`src/rtl/gpio_input_conditioner.sv`:
```
// GPIO input front-end: two-flop synchroniser, per-pin debounce counter,
// registered edge pulses and sticky pending bits feeding one interrupt line.
module gpio_input_conditioner #(
  parameter int G_NUM_PINS = 32,
  parameter int G_DB_BITS  = 8
) (
  input  logic                  wb_clk_i,
  input  logic                  rst_i,
  input  logic [G_NUM_PINS-1:0] pins_i,
  input  logic [G_DB_BITS-1:0]  debounce_len_i,
  input  logic [G_NUM_PINS-1:0] rise_en_i,
  input  logic [G_NUM_PINS-1:0] fall_en_i,
  input  logic [G_NUM_PINS-1:0] irq_clr_i,
  output logic [G_NUM_PINS-1:0] pins_o,
  output logic [G_NUM_PINS-1:0] rise_o,
  output logic [G_NUM_PINS-1:0] fall_o,
  output logic [G_NUM_PINS-1:0] pending_o,
  output logic                  irq_o
);

  localparam logic [G_DB_BITS-1:0] DB_ONE = G_DB_BITS'(1);

  logic [G_NUM_PINS-1:0]                s1_q;
  logic [G_NUM_PINS-1:0]                s2_q;
  logic [G_NUM_PINS-1:0][G_DB_BITS-1:0] cnt_q;
  logic [G_NUM_PINS-1:0][G_DB_BITS-1:0] cnt_d;
  logic [G_NUM_PINS-1:0]                pins_q;
  logic [G_NUM_PINS-1:0]                pins_d;
  logic [G_NUM_PINS-1:0]                rise_q;
  logic [G_NUM_PINS-1:0]                rise_d;
  logic [G_NUM_PINS-1:0]                fall_q;
  logic [G_NUM_PINS-1:0]                fall_d;
  logic [G_NUM_PINS-1:0]                pending_q;
  logic [G_NUM_PINS-1:0]                pending_d;
  logic                                 irq_q;
  logic                                 irq_d;
  logic [G_DB_BITS-1:0]                 len_m1_s;

  // Debounce length of 0 behaves as 1, so the acceptance threshold never underflows.
  always_comb begin
    len_m1_s = '0;
    if (debounce_len_i == '0) begin
      len_m1_s = '0;
    end else begin
      len_m1_s = debounce_len_i - DB_ONE;
    end
  end

  // Per-pin counter and acceptance; edge pulses are produced on the accepting edge only.
  always_comb begin
    cnt_d  = cnt_q;
    pins_d = pins_q;
    rise_d = '0;
    fall_d = '0;
    for (int i = 0; i < G_NUM_PINS; i++) begin
      if (s2_q[i] == pins_q[i]) begin
        cnt_d[i] = '0;
      end else if (cnt_q[i] >= len_m1_s) begin
        pins_d[i] = s2_q[i];
        cnt_d[i]  = '0;
        rise_d[i] = s2_q[i];
        fall_d[i] = ~s2_q[i];
      end else begin
        cnt_d[i] = cnt_q[i] + DB_ONE;
      end
    end
  end

  // An enabled event keeps its pending bit set both on the accepting edge and while
  // the pulse is visible, so a clear strobe overlapping the event never loses it.
  always_comb begin
    pending_d = (pending_q & ~irq_clr_i)
              | (rise_d & rise_en_i) | (fall_d & fall_en_i)
              | (rise_q & rise_en_i) | (fall_q & fall_en_i);
    irq_d     = |pending_q;
  end

  always_ff @(posedge wb_clk_i) begin
    if (rst_i) begin
      s1_q      <= '0;
      s2_q      <= '0;
      cnt_q     <= '0;
      pins_q    <= '0;
      rise_q    <= '0;
      fall_q    <= '0;
      pending_q <= '0;
      irq_q     <= 1'b0;
    end else begin
      s1_q      <= pins_i;
      s2_q      <= s1_q;
      cnt_q     <= cnt_d;
      pins_q    <= pins_d;
      rise_q    <= rise_d;
      fall_q    <= fall_d;
      pending_q <= pending_d;
      irq_q     <= irq_d;
    end
  end

  assign pins_o    = pins_q;
  assign rise_o    = rise_q;
  assign fall_o    = fall_q;
  assign pending_o = pending_q;
  assign irq_o     = irq_q;

endmodule

```
`config.mk`:
```
export PLATFORM = sky130hd
export DESIGN_NAME = gpio_input_conditioner
export DESIGN_NICKNAME = d
export VERILOG_FILES = /design/src/rtl/gpio_input_conditioner.sv
export SDC_FILE = /design/constraint.sdc
export NUM_CORES = 1
export LEC_CHECK = 0
export CAP_MARGIN = 20
export CORE_UTILIZATION = 61
export CTS_CLUSTER_SIZE = 40
export DETAILED_ROUTE_END_ITERATION = 10
export PLACE_DENSITY = 0.91
export SETUP_SLACK_MARGIN = 0.15
export SKIP_LAST_GASP = 1
export SLEW_MARGIN = 30
export SYNTH_ARGS = -nofsm -noshare
export SYNTH_HDL_FRONTEND = slang
export SYNTH_SLANG_ARGS = --single-unit
```
`constraint.sdc`:
```
create_clock -name wb_clk_i -period 13.3 [get_ports wb_clk_i]
set_clock_uncertainty 0.15 [all_clocks]
set_input_delay 1.995 -clock wb_clk_i [delete_from_list [all_inputs] [get_ports wb_clk_i]]
set_output_delay 1.995 -clock wb_clk_i [all_outputs]
set_load 0.03 [all_outputs]
```
# Word-level counts from Yosys, hierarchy flattened

Index checks and enable logic that the tools add are counted.

Add/sub/neg operators: 33
Magnitude comparators: 32
Equality and inequality tests: 32
Muxes and demuxes: 129
Bitwise logic cells: 74
Reduce and logical (&&, ||, !) cells: 66

Operators with widths:

| operator                                                           | count |
|---|---|
| 8-bit by 1-bit adder with 8-bit output, second input constant      | 32 |
| 8-bit greater-or-equal comparator                                  | 32 |
| 32-bit bitwise AND                                                 | 5 |
| 1-bit two-way mux                                                  | 128 |
| 32-bit OR                                                          | 4 |
| 3-bit OR reduction                                                 | 32 |
| 1-bit NOT                                                          | 64 |
| 2-bit AND reduction                                                | 32 |
| 1-bit equality test                                                | 32 |
| 32-bit NOT                                                         | 1 |
| 32-bit OR reduction                                                | 1 |
| 8-bit logical NOT                                                  | 1 |
| 8-bit two-way mux                                                  | 1 |
| 8-bit by 1-bit subtractor with 8-bit output, second input constant | 1 |

Flip-flop bits (word level): 449
Bits of input ports: 138
Output and inout port bits: 129
Word-level logic and storage cells: 436

# Depth between registers and ports, before layout

Depth after elaboration: 10
Mapped depth: 10
Gate-level depth less buffers: 10

# Worst setup path after synthesis

OpenSTA, ideal clock, no wires.

Path type: input port to flip-flop
Start point: input port debounce_len_i[3]
End point: register pins_q[17], in the netlist pins_o[17]
Library setup time: 0.072 ns
Arrival time: 5.503 ns
Required time: 13.078 ns
Path slack: 7.576 ns
Stages: 8
Buffers on the path: 0
Cell sequence: or4_4 or4_4 a21oi_1 ha_1 a21oi_1 nand3_1 a21oi_1 mux2i_1

Cells in the longest elaborated chain, start to end: 4
Elaborated cells between the ends (all ways): 5
Classes of those cells: 1 x add/sub; 1 x order compare; 1 x mux; 2 x reduce/logical

Ends and longest elaborated chain:

| item                                                                                    | RTL line | text |
|---|---|---|
| start: declaration                                                                      | 10       | `input logic [G_DB_BITS-1:0] debounce_len_i,` |
| 8-bit by 1-bit subtractor with 8-bit output / 8-bit logical NOT (equally long branches) | 45, 42   |  |
| 8-bit two-way mux *                                                                     | 42       | `if (debounce_len_i == '0) begin` |
| 8-bit greater-or-equal comparator *                                                     | 58       | `end else if (cnt_q[i] >= len_m1_s) begin` |
| 2-bit AND reduction (no line) *                                                         | --       |  |
| end signal: assignment                                                                  | 92       | `pins_q <= pins_d;` |
| end: declaration                                                                        | 27       | `logic [G_NUM_PINS-1:0] pins_q;` |

Mark *: on every way between the ends. The rest lies on a longest branch, timed or not.
A chain may end at the register's enable or synchronous reset.

# Worst setup path after layout

Start point: input port debounce_len_i[0]
End point: register pending_q[4], in the netlist pending_o[4]

Cells in the longest elaborated chain, start to end: 10
Elaborated cells between the ends (all ways): 14
Classes of those cells: 1 x add/sub; 1 x order compare; 5 x mux; 6 x bitwise; 1 x reduce/logical

Ends and longest elaborated chain:

| item                                                                                    | RTL line | text |
|---|---|---|
| 8-bit by 1-bit subtractor with 8-bit output / 8-bit logical NOT (equally long branches) | 45, 42   |  |
| 8-bit two-way mux *                                                                     | 42       |  |
| 8-bit greater-or-equal comparator *                                                     | 58       |  |
| 1-bit two-way mux                                                                       | 58       |  |
| 1-bit two-way mux                                                                       | 56       | `if (s2_q[i] == pins_q[i]) begin` |
| 32-bit bitwise AND                                                                      | 73       | `\| (rise_d & rise_en_i) \| (fall_d & fall_en_i)` |
| 32-bit OR                                                                               | 73       |  |
| 32-bit OR *                                                                             | 73       |  |
| 32-bit OR * (2 in series)                                                               | 74       | `\| (rise_q & rise_en_i) \| (fall_q & fall_en_i);` |
| end signal: assignment                                                                  | 95       | `pending_q <= pending_d;` |
| end: declaration                                                                        | 33       | `logic [G_NUM_PINS-1:0] pending_q;` |

Marks and branches as above.

==> run_results.csv <==
group,metric,value,unit
global_routing,grt_pass1_wl,93400,µm
die,io_pins,267,
yosys,yosysSeqAreaShare,39.7,%
worst_setup_path,cp_max_fo,32,
placed_design,routabilityCongestion,0.868,
worst_setup_path,crit_path_top_delay_cell,"buf_4",
worst_setup_path,crit_chain,"clkdlybuf4s50_1 > inv_1 > ha_1 > nand3_1 > or3_1 > nand2_2 > buf_4 > ha_1 > a211oi_1 > o21ai_0 > a21oi_1 > o22ai_1",
pwr,switching_share,22.6,%
pwr,p_int,2270,µW
clock_tree,worstSkewPairLatency,570,ps
clock_tree,clockBufferDepth,3,
yosys,synthesis.area,22600,µm²
layout,multi_input_area,13000,µm²
layout,final_layout_size_suffix_gt1_share,3.92,%
yosys,synth_top_area_cell,"dfxtp_1",
route,dr.first_iter.drc_count,1156,
global_routing,grt_max_degree,113,
yosys,synthTopCellsByArea,"dfxtp_1, ha_1, xor2_1",
pwr,p_comb_share,7.3,%
yosys,async_flop_share,0,%
yosys,synth_nets,2856,
die,initial_core_util,61.9,%
timing,fmax,0.188,GHz
worst_setup_path,cpMostUsedCell,"ha_1",
worst_setup_path,crit_path_start_kind,"input pin",
timing,finalSetupTns,0,ps
yosys,synth.avg_cell_area,9.31,µm²
clock_tree,cts_root_buffer,"clkbuf_16",
layout,nFillCells,2309,
timing,hold_ws,281,ps
route,wl,57200,µm
placed_design,place_ws,7440,ps
die,fp-row-count,70,
run_status,status,"complete, no violations",
die,coreArea,36500,µm²
clock_tree,clock_sinks,449,
route,drt-wirelength-per-cell,17.7,µm
pwr,leakage,0.0115,µW
global_routing,track_usage,29.8,%
timing,hold_viol_final,0,
route,first_pass_iters,6,
clock_tree,cts_tree,"done",
yosys,synth_ff_type,"dfxtp_1",
timing,slew-limit-headroom,41.8,%
placed_design,hpwlAfterDp,39100,µm
worst_setup_path,cp-end-kind,"flop",
die,chipWidth,195,µm
route,drc,0,
worst_setup_path,critPathArrivalTime,5560,ps
timing,tightest_slew,873,ps
clock_tree,clk_pin_slew,60,ps
yosys,synth_enable_flop_cells,0,
yosys,ys_ff_latch,449,
global_routing,antenna_found_initial,2,
placed_design,io_buffers,266,
pwr,clkPwrFrac,46.1,%
pwr,power.switching,663,µW
route,vias,19000,
pwr,p_per_area,107,nW/µm²
die,die_area,37900,µm²
yosys,synth_top_area_share,39.7,%
clock_tree,cts_buffers,47,
layout,layout.nets,3149,
worst_setup_path,crit_type,"in2reg",
worst_setup_path,worst-endpoint-required,13550,ps
layout,register_area,8990,µm²
layout,fin_util,75.2,%
global_routing,grt-ovfl-total,0,
timing,min_period,5310,ps
clock_tree,postCtsResizedCells,0,
layout,area_delta_synth_final,21.4,%
layout,layout_commonest_cell,"dfxtp_1",
die,die_h,195,µm
route,antenna_left,0,
yosys,syn_inst,2429,
route,vias_per_cell,5.88,
hold_path,worstHoldPathType,"reg2reg",
global_routing,grt_pass1_vias,19300,
timing,fin_ws,7990,ps
pwr,seqPwrFrac,46.6,%
timing,period_share,39.9,%
layout,mostFrequentLayoutCells,"dfxtp_1, ha_1, nor2_1",
worst_setup_path,slowest_delay,510,ps
timing,rsz0062_at_grt,"false",
pwr,peakVddDrop,0.0000833,V
clock_tree,hold_buffers,0,
timing,drv_slew,0,
run,cap_viol_max_count,0,
clock_tree,cts_htree_levels,2,
yosys,ys_types,39,
clock_tree,cts_setup_buffers,0,
yosys,yosysWarnings,0,
timing,setup_viol,0,
worst max-delay path: cells and delay by family:
| family | cells | cell delay, ps |
|---|---|---|
| buffers and inverters | 3 | 1060 |
| AO/OA/AOI/OAI | 4 | 1070 |
| adder cells (fa/ha/maj) | 2 | 610 |
| AND/OR/NAND/NOR | 3 | 770 |
area by class of cell:
type	instances	share of cell area (%)
diodes	1	0.00911
inverters	136	1.86
well taps	468	2.13
clock buffers	69	5.06
clock inverters	16	0.765
repair buffers	276	9.98
multi-input cells	1812	47.5
flip-flops and latches	449	32.7
registers in the layout, summed over array words and instances, names as in the netlist:
| signal | cells |
|---|---|
| pins_o | 32 |
| pending_o | 32 |
| fall_o | 32 |
| s1_q | 32 |
| cnt_q | 256 |
| irq_o | 1 |
| rise_o | 32 |
| s2_q | 32 |
synth_stat cells, types with 30 or more instances:
| cell type | number |
|---|---|
| inv_1 | 136 |
| o22ai_1 | 42 |
| dfxtp_1 | 449 |
| nor2_1 | 269 |
| a21oi_1 | 79 |
| xor2_1 | 145 |
| xnor2_1 | 50 |
| a222oi_1 | 32 |
| a21o_1 | 32 |
| nand2_1 | 62 |
| o2111ai_1 | 30 |
| nand3_1 | 154 |
| nor3_1 | 68 |
| ha_1 | 289 |
| nand2b_1 | 165 |
| mux2i_1 | 32 |
| o21ai_0 | 34 |
| and3_1 | 72 |
| nor2b_1 | 81 |
| a211o_1 | 32 |
per-layer routing:
layer	global-route usage (%)	routed length (µm)
met2	53.0	27800
met1	35.6	23900
met5	0	13
met4	11.4	1920
met3	5.12	3600
logic make-up after synthesis:
group	synth area share (%)
compound gates	11.9
buf+inv	2.80
xor+xnor	7.55
flops	39.7
fa+ha+maj	16.0
mux	1.42
simple gates	20.7
through the flow:
stage | area (µm²) | total power (µW) | instances
floorplan | 22600 | 1510 | 2429
finish | 27500 | 2930 | 3227
CTS | 27500 | 2950 | 3226
global route | 27500 | 3030 | 3226
detailed placement | 25900 | 1600 | 3141
global placement | 25900 | 1590 | 3141
power by group through the flow:
| stage | combinational, µW | sequential [µW] | clock (µW) |
|---|---|---|---|
| 4_1_cts | 213 | 1370 | 1370 |
| 5_1_grt | 237 | 1370 | 1430 |
| 6_report | 215 | 1370 | 1350 |
| 2_1_floorplan | 114 | 1390 | 0 |
| 3_5_place_dp | 209 | 1400 | 0 |
| 3_3_place_gp | 198 | 1390 | 0 |
worst paths after layout:
kind	start	end	slack [ps]	cells past startpoint
setup / recovery	debounce_len_i[0]	pending_o[4]$_SDFF_PP0_	7990	12
hold / removal	s1_q[28]$_SDFF_PP0_	s2_q[28]$_SDFF_PP0_	280	1
hold reg to reg	s1_q[28]$_SDFF_PP0_	s2_q[28]$_SDFF_PP0_	280	1
setup reg to reg	cnt_q[202]$_SDFF_PP0_	pins_o[25]$_SDFFE_PP0P_	11220	5
No activity file was read; power rests on OpenSTA's default activity.
